`config.mk`:
```
export PLATFORM = sky130hd
export DESIGN_NAME = hilo_muldiv_ctrl
export DESIGN_NICKNAME = d
export VERILOG_FILES = /design/src/rtl/hilo_muldiv_ctrl.sv
export SDC_FILE = /design/constraint.sdc
export NUM_CORES = 2
export LEC_CHECK = 0
export CAP_MARGIN = 10
export CORE_ASPECT_RATIO = 1.2
export CORE_UTILIZATION = 55
export DETAILED_ROUTE_END_ITERATION = 8
export PLACE_DENSITY = 0.75
export SLEW_MARGIN = 20
export SYNTH_ARGS = -nofsm -noshare
export SYNTH_HDL_FRONTEND = slang
export SYNTH_SLANG_ARGS = --single-unit
```
`constraint.sdc`:
```
create_clock -name clk -period 11.9 [get_ports clk]
set_input_delay 2.38 -clock clk [delete_from_list [all_inputs] [get_ports clk]]
set_output_delay 2.38 -clock clk [all_outputs]
set_load 0.005 [all_outputs]
```
`src/rtl/hilo_muldiv_ctrl.sv`:
```
`default_nettype none
// ============================================================================
// Module   : hilo_muldiv_ctrl
// Function : Owns HI/LO; sequences the multi-cycle multiplier and the external
//            iterative divider, stalling EX while a long operation is in flight.
// Revision : 1.0
// ============================================================================
module hilo_muldiv_ctrl #(
    parameter int MUL_CYCLES = 2
) (
    input  logic        clk,
    input  logic        rst,
    input  logic        op_valid,
    input  logic [2:0]  op,
    input  logic [31:0] src_a,
    input  logic [31:0] src_b,
    input  logic        ex_flush,
    input  logic        pipe_stall,
    output logic        stall_req,
    output logic [31:0] hi,
    output logic [31:0] lo,
    output logic        div_start,
    output logic        div_signed,
    output logic [31:0] div_a,
    output logic [31:0] div_b,
    output logic        div_annul,
    output logic        div_enable,
    input  logic        div_ready,
    input  logic [63:0] div_result
);

    localparam int               CNT_W    = $clog2(MUL_CYCLES + 1);
    localparam logic [CNT_W-1:0] CNT_ONE  = CNT_W'(1);
    localparam logic [CNT_W-1:0] CNT_LAST = CNT_W'(MUL_CYCLES);

    localparam logic [2:0] OP_MULT  = 3'd1;
    localparam logic [2:0] OP_MULTU = 3'd2;
    localparam logic [2:0] OP_DIV   = 3'd3;
    localparam logic [2:0] OP_DIVU  = 3'd4;
    localparam logic [2:0] OP_MTHI  = 3'd5;
    localparam logic [2:0] OP_MTLO  = 3'd6;

    typedef enum logic [1:0] {
        S_IDLE = 2'd0,
        S_MUL  = 2'd1,
        S_DIV  = 2'd2,
        S_DONE = 2'd3
    } state_t;

    state_t           state_q;
    logic [CNT_W-1:0] cnt_q;
    logic [31:0]      hi_q;
    logic [31:0]      lo_q;
    logic [31:0]      a_q;
    logic [31:0]      b_q;
    logic             signed_q;

    logic             w_is_long;
    logic             w_is_signed;
    logic [63:0]      w_ext_a;
    logic [63:0]      w_ext_b;
    logic [63:0]      w_product;

    assign w_is_long   = (op == OP_MULT) || (op == OP_MULTU) ||
                         (op == OP_DIV)  || (op == OP_DIVU);
    assign w_is_signed = (op == OP_MULT) || (op == OP_DIV);

    // Low 64 bits of the extended product give both the signed and unsigned result.
    assign w_ext_a   = {{32{signed_q & a_q[31]}}, a_q};
    assign w_ext_b   = {{32{signed_q & b_q[31]}}, b_q};
    assign w_product = w_ext_a * w_ext_b;

    always_ff @(posedge clk or negedge rst) begin
        if (!rst) begin
            state_q  <= S_IDLE;
            cnt_q    <= '0;
            hi_q     <= '0;
            lo_q     <= '0;
            a_q      <= '0;
            b_q      <= '0;
            signed_q <= 1'b0;
        end else begin
            case (state_q)
                S_IDLE: begin
                    if (op_valid && !ex_flush) begin
                        case (op)
                            OP_MULT, OP_MULTU: begin
                                state_q  <= S_MUL;
                                cnt_q    <= CNT_ONE;
                                a_q      <= src_a;
                                b_q      <= src_b;
                                signed_q <= w_is_signed;
                            end
                            OP_DIV, OP_DIVU: begin
                                // A zero divisor never starts the divider; HI/LO stay as they are.
                                state_q  <= (src_b == 32'd0) ? S_DONE : S_DIV;
                                a_q      <= src_a;
                                b_q      <= src_b;
                                signed_q <= w_is_signed;
                            end
                            OP_MTHI: hi_q <= src_a;
                            OP_MTLO: lo_q <= src_a;
                            default: ;
                        endcase
                    end
                end
                S_MUL: begin
                    if (ex_flush) begin
                        state_q <= S_IDLE;
                        cnt_q   <= '0;
                    end else if (cnt_q == CNT_LAST) begin
                        {hi_q, lo_q} <= w_product;
                        state_q      <= S_DONE;
                        cnt_q        <= '0;
                    end else begin
                        cnt_q <= cnt_q + CNT_ONE;
                    end
                end
                S_DIV: begin
                    if (ex_flush) begin
                        state_q <= S_IDLE;
                    end else if (div_ready) begin
                        hi_q    <= div_result[63:32];
                        lo_q    <= div_result[31:0];
                        state_q <= S_DONE;
                    end
                end
                S_DONE: begin
                    if (ex_flush || !pipe_stall) begin
                        state_q <= S_IDLE;
                    end
                end
                default: state_q <= S_IDLE;
            endcase
        end
    end

    assign stall_req  = op_valid && w_is_long && (state_q != S_DONE) && !ex_flush;
    assign div_start  = (state_q == S_DIV) && !ex_flush;
    assign div_annul  = (state_q == S_DIV) && ex_flush;
    assign div_enable = !pipe_stall;
    assign div_signed = signed_q;
    assign div_a      = a_q;
    assign div_b      = b_q;
    assign hi         = hi_q;
    assign lo         = lo_q;

endmodule
`default_nettype wire

```
# ---- Yosys cells after proc, flatten, opt, wreduce, memory -nomap -nowiden
# Index checks and enable logic that the tools add are counted.
dict set report classes {
  mux 28
  reduce_logical 25
  n_mul 1
  eq_ne 23
  addsub 1
  bitwise_logic 2
}
# op n
set ops {}
lappend ops {{$mux W32} 12}
lappend ops {{$pmux W32 S3} 2}
lappend ops {{$mul A33 B33 Y64} 1}
lappend ops {{$logic_not A32 Y1} 1}
lappend ops {{$mux W2} 10}
lappend ops {{$ne A2 B2 Y1 const B} 7}
lappend ops {{$reduce_and A7 Y1} 2}
lappend ops {{$eq A3 B3 Y1 const B} 3}
lappend ops {{$pmux W2 S2} 2}
lappend ops {{$pmux W2 S4} 1}
lappend ops {{$eq A2 B2 Y1 const B} 3}
lappend ops {{$eq A3 B2 Y1 const B} 2}
lappend ops {{$logic_and A1 B1 Y1} 6}
lappend ops {{$ne A2 B1 Y1 const B} 3}
lappend ops {{$ne A3 B3 Y1 const B} 2}
lappend ops {{$reduce_and A3 Y1} 2}
lappend ops {{$logic_or A1 B1 Y1} 5}
lappend ops {{$reduce_and A5 Y1} 1}
lappend ops {{$reduce_or A2 Y1} 2}
lappend ops {{$reduce_or A4 Y1} 1}
lappend ops {{$eq A3 B1 Y1 const B} 1}
lappend ops {{$ne A3 B1 Y1 const B} 1}
lappend ops {{$reduce_bool A3 Y1} 1}
lappend ops {{$add A2 B1 Y2 const B} 1}
lappend ops {{other kinds (6)} 8}
dict set report word_totals {
  ff_bits 133
  inputBits 137
  word_cells 87
  out_inout_bits 133
}

# ---- Depth between registers and ports, before layout
dict set report logic_depth {
  word_depth 7
  mapped_depth 32
  mapped_depth_nobuf 29
}

# ---- Worst setup path before layout
# Ideal clock, no wire load.
dict set report synth_path {
  path_kind {reg2reg}
  start {reg a_q[31], in the netlist div_a[31]}
  end {reg hi_q[31], in the netlist hi[31]}
  n_path_buf 3
  setup_ns 0.142
  path_slack_ns 3.617
  required_time_ns 11.758
  arrival_ns 8.141
  stages_incl_launch_ff 31
  period_less_slack_ns 8.283
  cell_sequence {dfrtp_1 clkbuf_1 and2_1 clkbuf_1 nand2_1 inv_1 fa_1 inv_1 fa_1 inv_1 fa_1 fa_1 inv_1 fa_1 inv_1 fa_1 inv_1 fa_1 fa_1 inv_1 ha_1 clkbuf_1 and3_2 and3_1 a32oi_1 nand2_1 a41o_1 or3b_1 a31o_1 xnor2_1 o221ai_1}
}
dict set report synth_via {
  elab_chain_cells 5
}
# item line_no
set synth_lines {}
lappend synth_lines {{start: declaration} 54} ;# logic [31:0] a_q;
lappend synth_lines {{start signal: assignment} 90} ;# a_q <= src_a;
lappend synth_lines {{start signal: assignment} 97} ;# a_q <= src_a;
lappend synth_lines {{$and A1 B1 Y1} 69} ;# assign w_ext_a = {{32{signed_q & a_q[31]}}, a_q};
lappend synth_lines {{$mul A33 B33 Y64 (*)} 71} ;# assign w_product = w_ext_a * w_ext_b;
lappend synth_lines {{$mux W32 (*)} 111} ;# end else if (cnt_q == CNT_LAST) begin
lappend synth_lines {{$mux W32 (*)} 108} ;# if (ex_flush) begin
lappend synth_lines {{$pmux W32 S3 (*)} 83} ;# case (state_q)
lappend synth_lines {{end signal: assignment} 101} ;# OP_MTHI: hi_q <= src_a;
lappend synth_lines {{end signal: assignment} 112} ;# {hi_q, lo_q} <= w_product;
lappend synth_lines {{end signal: assignment} 123} ;# hi_q <= div_result[63:32];
lappend synth_lines {{end: declaration} 52} ;# logic [31:0] hi_q;
# Mark *: on every way between the ends. The rest lies on a longest branch, timed or not. The select of a mux whose other input is x is not followed.
# A chain may end at the register's enable or synchronous reset.

# ---- Worst setup path after layout
# Ends and elaborated chain as after synthesis.

==> results by group <==
Timing
  – Setup TNS: 0 ns
  – Fin. max-slew vios: 0
  – Slew @ Worst Pin: 1.153 ns
  – Max_slew headroom: 22.49%
  – Hold Vio Cnt, Final: 0
  – RSZ-0062 raised after global routing: no
  – Final worst-path cycle share: 78.80%
  – Min Tclk post-route: 9.377 ns
  – Final setup fails: 0
  – Skew final: 0.01841 ns
  – Fmax achieved: 106.6 MHz

Floorplanning
  – Die X: 261.4 um
  – Die Y: 313.3 um
  – # rows: 113
  – Starting Density: 55.78%
  – Placeable core region: 79600 um2
  – Die ar.: 81880 um2
  – # IOs: 270

Synthesis
  – Post-Syn Nets: 6310
  – Netlist cell types: 82
  – Syn Area/Cell: 9.190 um2
  – Largest cells by area after synthesis: fa_1, inv_1, dfrtp_1
  – Post-Synthesis Cells: 4832
  – Yosys top cell by area: fa_1
  – Synth Flop Type: dfrtp_1
  – Top-count cell post-synth: inv_1
  – Async set-or-reset flop fraction in the synthesized netlist: 100.0%
  – Sequential area share after synthesis: 7.495%
  – Most frequent cells after synthesis: inv_1, fa_1, nand2_1
  – Total number of yosys warnings: 0
  – Post-Syn Area: 44400 um2
  – Synth Register Bits: 133
  – Post-synth EDFFs: 0
  – Synth top area share: 50.72%

CTS
  – CTS H-tree lvls: 4
  – Hold Buf Count CTS: 0
  – Setup Fix Bufs, Post-CTS: 0
  – Post-CTS sizing: 0
  – CTS sink cnt: 133
  – Clock transition at path regs: 0.07 ns
  – Root Driver: clkbuf_16
  – TritonCTS clock tree: built
  – Max Buffers Root-to-Sink: 2
  – TritonCTS Buffers: 17
  – Clk_lat worst skew: 0.49 ns

Placed design
  – Routability congestion estimate: 0.9579
  – Port Buffer Count: 269
  – Final HPWL DP: 103.3 mm

Setup path
  – CP endpoint kind: flop
  – Slowest stage delay, CP: 0.88 ns
  – Crit Path Max Fanout: 53
  – Worst Setup Start Kind: flop
  – Crit-path slowest cell: fa_1
  – Flop-to-flop setup slack: 2.52 ns
  – Data arrival time of the critical path: 9.71 ns
  – CP required: 12.24 ns
  – Most frequent CP cell: fa_1
  – Crit Path Class: flop to flop

GRT
  – First-pass GRT wire length: 204.1 mm
  – Grt met1 use: 39.05%
  – GRT Resource Usage Total: 32.95%
  – Largest net degree at the start of global routing: 96
  – Vias in the first global route: 37000
  – M3 GR Usage: 4.682%
  – GRT busiest layer: met2
  – Remaining global-route overflow: 0
  – Initial antenna violation count: 10
  – Met2 usage: 56.87%

Routing
  – Total Wirelength: 127.2 mm
  – Total number of vias: 33900
  – Via-to-Cell Ratio: 5.680
  – Starting DRT DRC Count: 2530
  – # DRC: 11
  – Antenna-violating nets left: 0
  – DR pass1 iterations: 8
  – Wire per inst: 21.32 um

Outcome
  – Failing checks: design-rule violations
  – Status: complete, but fails checks

Flow run
  – Max-cap check violation count: 0

Finish
  – Layout area overhead: 8.969%
  – Share of post-route cells with drive strength above 1: 4.404%
  – Total Nets Final: 6392

Worst hold path
  – Hold WC Path Type: flop to flop
[path summary, 6_finish.rpt]
kind,endpoint,cells past startpoint,start
max reg2reg,hi[31]$_DFFE_PN0P_,28,div_a[31]$_DFFE_PN0P_
max,hi[31]$_DFFE_PN0P_,28,div_a[31]$_DFFE_PN0P_
max in group asynchronous,div_a[26]$_DFFE_PN0P_,2,rst
min in group asynchronous,div_a[1]$_DFFE_PN0P_,1,rst
min reg2reg,hi[5]$_DFFE_PN0P_,2,hi[5]$_DFFE_PN0P_
min,hi[5]$_DFFE_PN0P_,2,hi[5]$_DFFE_PN0P_
[through the flow]
| stage | instance area [um2] | hold slack [ns] | utilization (%) | setup slack [ns] | cells |
|---|---|---|---|---|---|
| finish | 48390 | 0.4797 | 60.79 | 2.523 | 5968 |
| global route | 48390 | 0.4985 | 60.79 | 1.973 | 5968 |
| CTS | 48370 | 0.4788 | 60.76 | 2.561 | 5962 |
| detailed placement | 47800 | 0.4645 | 60.05 | 2.599 | 5930 |
| global placement | 47800 | 0.4593 | 60.05 | 2.893 | 5930 |
| floorplan | 44400 | 0.4687 | - | 3.617 | 4832 |
[cells in the final DEF (no fill, tap or decap), types with 37 or more instances in the layout]
master / Yosys / layout
inv_1: 1134 / 1134
xnor2_1: 58 / 58
clkdlybuf4s50_1: 0 / 268
buf_4: 1 / 73
fa_1: 1125 / 1124
o21ai_0: 67 / 67
nor2_1: 108 / 108
mux2_2: 64 / 64
nand2_1: 853 / 852
ha_1: 216 / 213
a21o_1: 37 / 37
and2_1: 347 / 347
a21oi_1: 106 / 106
dfrtp_1: 133 / 131
[sequential cells by signal (all words and copies together) (netlist names)]
signal	flops
hi	32
div_a	32
lo	32
state_q	2
div_signed	1
div_b	32
cnt_q	2
[kinds of logic (layout without fill, tap and decap cells)]
group	after synthesis	after routing	share of synthesized area, %
simple gates	1438	1438	14.85
buf+inv	1413	1508	12.24
fa+ha+maj	1341	1341	56.81
compound gates	363	363	5.399
flops	133	133	7.495
xor+xnor	78	78	1.539
mux	66	66	1.668
other cells	0	6	0
[per-layer routing]
layer	vias to the layer above	share of wire [%]
met1	17570	35
met5	-	0.046
li1	14270	-
met4	10	6.8
met3	459	6.8
met2	1588	52
[worst max-delay path, delay by kind of cell (launching register included)]
family	cells	cell delay [ns]
simple gates	6	1.73
fa+ha+maj	9	4.66
compound gates	4	0.87
flops	1	0.33
xor+xnor	1	0.13
buf+inv	8	1.47
[final cells by class]
type,instances,area [um2]
clock buffer,18,429.2
timing repair buffer,342,3242
fill,6615,31210
tap,1035,1295
inverter,1134,4257
multi-input combinational,3286,35680
clock inverter,14,136.4
sequential,133,3331
antenna,6,15.01
Power is left out: the tool's default activity adds up to more than one toggle a clock period on the data nets, which glitch-free logic cannot reach.
